## src/rtl/debounce_scan_pkg.sv

```systemverilog
// Shared types and helpers for the debounce scan scheduler.
// Scan FSM states, prescale floor and id width helper.
package debounce_scan_pkg;

   typedef enum logic [1:0] {
      IDLE,
      SAMPLE,
      UPDATE
   } scan_state_t;

   localparam int MIN_PRESCALE = 3;

   function automatic int id_width(input int n);
      return (n > 1) ? $clog2(n) : 1;
   endfunction

endpackage

```

## src/rtl/debounce_scan_scheduler_arbiter.sv

```systemverilog
// Round-robin presenter for pending debounce events.
// Grants one channel at a time and holds id/level until accepted.
module rr_event_arbiter
   import debounce_scan_pkg::*;
#(
   parameter int N    = 4,
   parameter int ID_W = id_width(N)
) (
   input  logic            clk_i,
   input  logic            nReset_i,
   input  logic [N-1:0]    i_pending,
   input  logic [N-1:0]    i_level,
   input  logic            i_ready,
   output logic            o_valid,
   output logic [ID_W-1:0] o_id,
   output logic            o_level,
   output logic [N-1:0]    o_clr
);

   logic            r_valid;
   logic [ID_W-1:0] r_id;
   logic            r_level;
   logic [ID_W-1:0] r_last;
   logic            w_found;
   logic [ID_W-1:0] w_grant;

   // Search starts one past the last grant and wraps.
   always_comb begin
      w_found = 1'b0;
      w_grant = '0;
      for (int k = 1; k <= N; k++) begin
         if (!w_found && i_pending[(int'(r_last) + k) % N]) begin
            w_found = 1'b1;
            w_grant = ID_W'((int'(r_last) + k) % N);
         end
      end
   end

   always_ff @(posedge clk_i or negedge nReset_i) begin
      if (!nReset_i) begin
         r_valid <= 1'b0;
         r_id    <= '0;
         r_level <= 1'b1;
         r_last  <= ID_W'(N - 1);
      end else if (r_valid) begin
         if (i_ready) r_valid <= 1'b0;
      end else if (w_found) begin
         r_valid <= 1'b1;
         r_id    <= w_grant;
         r_level <= i_level[w_grant];
         r_last  <= w_grant;
      end
   end

   assign o_valid = r_valid;
   assign o_id    = r_id;
   assign o_level = r_level;
   assign o_clr   = (r_valid && i_ready) ? (N'(1) << r_id) : '0;

endmodule

```

## src/rtl/debounce_scan_scheduler.sv

```systemverilog
// Time-multiplexed debouncer: one shared counter datapath scanned
// round-robin on a prescaled tick, with queued level-change events.
module debounce_scan_scheduler
   import debounce_scan_pkg::*;
#(
   parameter  int NUMBER_SIGNALS  = 4,
   parameter  int CLOCK_PERIOD_NS = 20,
   parameter  int SCAN_PERIOD_NS  = 125_000,
   parameter  int CNT_W           = 4,
   localparam int ID_W            = id_width(NUMBER_SIGNALS)
) (
   input  logic                      clk_i,
   input  logic                      nReset_i,
   input  logic                      enable_i,
   input  logic [CNT_W-1:0]          threshold_i,
   input  logic [NUMBER_SIGNALS-1:0] signals_i,
   output logic [NUMBER_SIGNALS-1:0] signals_o,
   output logic                      event_valid_o,
   input  logic                      event_ready_i,
   output logic [ID_W-1:0]           event_id_o,
   output logic                      event_level_o,
   output logic                      overrun_o
);

   localparam int N        = NUMBER_SIGNALS;
   localparam int RATIO    = SCAN_PERIOD_NS / CLOCK_PERIOD_NS;
   localparam int PRESCALE = (RATIO > MIN_PRESCALE) ? RATIO : MIN_PRESCALE;
   localparam int TICK_W   = $clog2(PRESCALE);

   logic [N-1:0]      r_meta;
   logic [N-1:0]      r_sync;
   logic [TICK_W-1:0] r_tick;
   scan_state_t       r_state;
   logic [ID_W-1:0]   r_idx;
   logic              r_samp;
   logic [CNT_W-1:0]  r_cnt_s;
   logic [CNT_W-1:0]  r_cnt [N];
   logic [N-1:0]      r_level;
   logic [N-1:0]      r_pending;
   logic              r_overrun;

   logic              w_tick;
   logic [CNT_W:0]    w_thr_eff;
   logic              w_differ;
   logic              w_toggle;
   logic              w_presented;
   logic [N-1:0]      w_lvl_nxt;
   logic [N-1:0]      w_set;
   logic [N-1:0]      w_clr;

   always_ff @(posedge clk_i or negedge nReset_i) begin
      if (!nReset_i) begin
         r_meta <= '1;
         r_sync <= '1;
      end else begin
         r_meta <= signals_i;
         r_sync <= r_meta;
      end
   end

   assign w_tick = enable_i && (r_tick == TICK_W'(PRESCALE - 1));

   always_ff @(posedge clk_i or negedge nReset_i) begin
      if (!nReset_i)     r_tick <= '0;
      else if (enable_i) r_tick <= w_tick ? '0 : r_tick + 1'b1;
   end

   // Compare in CNT_W+1 bits so a full counter never wraps.
   assign w_thr_eff   = (threshold_i == '0) ? (CNT_W+1)'(1)
                                            : {1'b0, threshold_i};
   assign w_differ    = r_samp != r_level[r_idx];
   assign w_toggle    = (r_state == UPDATE) && w_differ &&
                        (({1'b0, r_cnt_s} + 1'b1) >= w_thr_eff);
   assign w_presented = event_valid_o && (event_id_o == r_idx);
   assign w_set       = w_toggle ? (N'(1) << r_idx) : '0;

   always_comb begin
      w_lvl_nxt = r_level;
      if (w_toggle) w_lvl_nxt[r_idx] = ~r_level[r_idx];
   end

   always_ff @(posedge clk_i or negedge nReset_i) begin
      if (!nReset_i) begin
         r_state   <= IDLE;
         r_idx     <= '0;
         r_samp    <= 1'b1;
         r_cnt_s   <= '0;
         r_cnt     <= '{default: '0};
         r_level   <= '1;
         r_pending <= '0;
         r_overrun <= 1'b0;
      end else begin
         r_overrun <= 1'b0;
         r_pending <= (r_pending & ~w_clr) | w_set;
         unique case (r_state)
            IDLE: if (w_tick) r_state <= SAMPLE;
            SAMPLE: begin
               r_samp  <= r_sync[r_idx];
               r_cnt_s <= r_cnt[r_idx];
               r_state <= UPDATE;
            end
            UPDATE: begin
               if (!w_differ || w_toggle) r_cnt[r_idx] <= '0;
               else                       r_cnt[r_idx] <= r_cnt_s + 1'b1;
               r_level   <= w_lvl_nxt;
               r_overrun <= w_toggle && r_pending[r_idx] && !w_presented;
               r_idx     <= (r_idx == ID_W'(N - 1)) ? '0 : r_idx + 1'b1;
               r_state   <= IDLE;
            end
            default: r_state <= IDLE;
         endcase
      end
   end

   rr_event_arbiter #(
      .N    (N),
      .ID_W (ID_W)
   ) u_arb (
      .clk_i     (clk_i),
      .nReset_i  (nReset_i),
      .i_pending (r_pending),
      .i_level   (w_lvl_nxt),
      .i_ready   (event_ready_i),
      .o_valid   (event_valid_o),
      .o_id      (event_id_o),
      .o_level   (event_level_o),
      .o_clr     (w_clr)
   );

   assign signals_o = r_level;
   assign overrun_o = r_overrun;

endmodule
```

## config.mk

```make
export PLATFORM = sky130hd
export DESIGN_NAME = debounce_scan_scheduler
export DESIGN_NICKNAME = d
export VERILOG_FILES = /design/src/rtl/debounce_scan_pkg.sv /design/src/rtl/debounce_scan_scheduler_arbiter.sv /design/src/rtl/debounce_scan_scheduler.sv
export SDC_FILE = /design/constraint.sdc
export NUM_CORES = 1
export LEC_CHECK = 0
export CORE_MARGIN = 2
export CORE_UTILIZATION = 59
export DETAILED_ROUTE_END_ITERATION = 16
export GPL_ROUTABILITY_DRIVEN = 0
export GPL_TIMING_DRIVEN = 0
export PLACE_DENSITY = 0.8
export SLEW_MARGIN = 40
export SYNTH_ARGS = -nofsm -noshare
export SYNTH_HDL_FRONTEND = slang
export SYNTH_SLANG_ARGS = --single-unit
```

## constraint.sdc

```tcl
create_clock -name clk_i -period 2.85 [get_ports clk_i]
set_input_delay 0.855 -clock clk_i [delete_from_list [all_inputs] [get_ports clk_i]]
set_output_delay 0.855 -clock clk_i [all_outputs]
set_load 0.05 [all_outputs]
```

==> results.cfg <==
[placed_design]
dpl_cell_area_um2 = 3420
dp_worst_setup_slack_ns = -0.472
dp_hpwl_um = 4350
io_buffers = 19

[floorplan]
dieArea_um2 = 5900
die_h_um = 76.8
ios = 21
coreArea_um2 = 5110
start_util_pct = 61.2
fp.dieW_um = 76.8
fp-row-count = 26

[cts]
insertion_delay_ns = 0.34
ctsRootBufferMaster = clkbuf_8
cts_tree = done
cts_buffers = 9
clock_sinks = 61
cts.clk_slew.worst_paths_ns = 0.06
cts_buffer_depth = 2
cts_hold_buf = 0
cts-htree-levels = 3

[sta]
setup_viol = 0
relSlewSlack_pct = 65.2
fin_crit_sh_pct = 96.9
worst_slack_ns = 0.0878
slew_violations = 0
tightestPinTransition_ns = 0.519
holdWs_ns = 0.355
finClkSkew_ns = 0.00893
finalHoldViolCount = 0
min_period_ns = 2.76
max_freq_ghz = 0.362

[logic_synthesis]
synth_edf_count = 0
syn_inst = 276
ys_seq_area_share_pct = 49.5
ys_warn_count = 0
synthTopCellsByCount = dfrtp_1, nand2_1, dfstp_2
synth_nets = 299
yosys.area.top_type = dfrtp_1
synth_top_area_share_pct = 36.0
async_flop_share_pct = 100
ys_seq_elements = 61
netlist_area_um2 = 3130
syn_area_per_cell_um2 = 11.3
synth_area_leaders = dfrtp_1, dfstp_2, mux2_2, ha_1, mux4_1
yosysMostFrequentCell = dfrtp_1
yosysUniqueCellTypes = 54
ys.flop_type = dfrtp_1

[setup_path]
start_kind = input port
worstPathMaxFanout = 6
crit_type = input port to register
critPathArrivalTime_ns = 3.03
required_ns = 3.12
worstSetupEndpointType = register

[routing]
drc_errors = 0
vias_per_cell = 5.99
drtPass1Iterations = 4
drt_iter0_drc = 142
num_vias = 2295
ant_nets = 0
drt-total-wl_um = 6340
drt-wirelength-per-cell_um = 16.6

[status]
status = finished clean

[job]
maxCapViolCount = 0

[hold_path]
hold_path.class = register to register

[finish]
antenna_cells = 0
finish.utilization_pct = 72.6
layout-drive-gt1-share_pct = 22.0
nets = 331
area_growth_pct = 18.7
fin_area_um2 = 3710

[global_routing]
grtUsageTotal_pct = 24.1
grt_first_pass_wirelength_um = 11000
grt_start_max_net_pins = 36
gr-total-overflow = 0
grt_pass1_vias = 2285
antenna_found_initial = 0

[power_and_ir_drop]
irDropWorstVdd_mv = 0.482
p_total_mw = 2.16
p_per_area_nw_per_um2 = 583
p_leak_nw = 1.60
-- area by class of cell --
type | count | area (um^2)
multi-input cells | 192 | 1560
flip-flops and latches | 61 | 1550
fillers | 380 | 1400
repair buffers | 21 | 218
clock buffers | 15 | 166
well taps | 70 | 87.6
inverters | 13 | 50.0
plain buffers | 10 | 47.5
clock inverters | 1 | 30.0
-- cells in the final DEF (no fill, tap or decap), types with 11 or more instances in the layout --
cell type        netlist  final
clkbuf_8               0     11
clkdlybuf4s50_1        0     17
mux2_2                13     13
dfrtp_1               45     45
nand2_1               34     34
dfstp_2               16     16
nor2_1                15     15
o21ai_0               11     11
clkbuf_1               7     11
-- metrics by stage --
| step | setup TNS, ns | instances |
|---|---|---|
| after floorplan | 0 | 276 |
| after global placement | -52.56 | 365 |
| after detailed placement | -6.49 | 366 |
| after CTS | 0 | 382 |
| after global routing | -0.000900 | 383 |
| final | 0 | 383 |
-- state kept, by name, summed over array words and instances, names as in the netlist --
name / count
r_idx: 2
r_cnt_s: 4
u_arb.o_level: 1
overrun_o: 1
signals_o: 4
u_arb.o_id: 2
r_state: 2
u_arb.o_valid: 1
u_arb.r_last: 2
r_pending: 4
r_meta: 4
r_tick: 13
r_cnt: 16
r_sync: 4
r_samp: 1
-- worst paths after layout --
| path | from | endpoint | slack (ns) | cells past startpoint |
|---|---|---|---|---|
| min in group asynchronous | nReset_i | r_tick[10] | 0.42 | 1 |
| hold reg to reg | r_meta[2] | r_sync[2] | 0.35 | 0 |
| max in group asynchronous | nReset_i | r_meta[1] | 1.86 | 2 |
| setup / recovery | threshold_i[3] | u_arb.o_level | 0.09 | 10 |
| hold / removal | r_meta[2] | r_sync[2] | 0.35 | 0 |
| setup reg to reg | r_cnt_s[0] | u_arb.o_level | 0.18 | 9 |
-- where the power goes --
part	leakage (nW)	switching [mW]	internal, mW
Clock	0.0979	0.317	0.454
Combinational	0.759	0.207	0.143
Sequential	0.740	0.0904	0.953
-- cells by family (layout without fill, tap and decap cells) --
family | after synthesis | count (layout) | synth area share, %
flops | 61 | 61 | 49.5
simple gates | 87 | 87 | 14.1
compound gates | 57 | 57 | 13.5
buf+inv | 23 | 60 | 3.12
fa+ha+maj | 11 | 11 | 4.40
xor+xnor | 15 | 15 | 4.44
mux | 22 | 22 | 11.0
-- worst max-delay path, stage by stage --
cell             delay (ns)
clkdlybuf4s50_1        0.47
inv_2                  0.04
a31o_2                 0.24
ha_4                   0.26
nand2b_4               0.12
a31oi_4                0.11
o22ai_4                0.21
a31oi_1                0.15
or3_1                  0.38
a41oi_2                0.19
-- metal layers --
layer / vias up / GRT usage [%] / routed length, um / share of wire, %
met2: 62 / 38.1 / 3210 / 51
met4: 0 / 11.5 / 127 / 2.0
met1: 1156 / 32.1 / 2720 / 43
met3: 11 / 4.94 / 282 / 4.4
met5: - / 0 / 0 / 0
li1: 1066 / - / - / -
-- repair_timing --
action                     CTS  global route
gates cloned                 0             0
gates resized for setup      5             7
setup buffers                0             1
pin swaps                    1             6
setup endpoints to repair    1             1
Power figures use the tool's default switching activity.
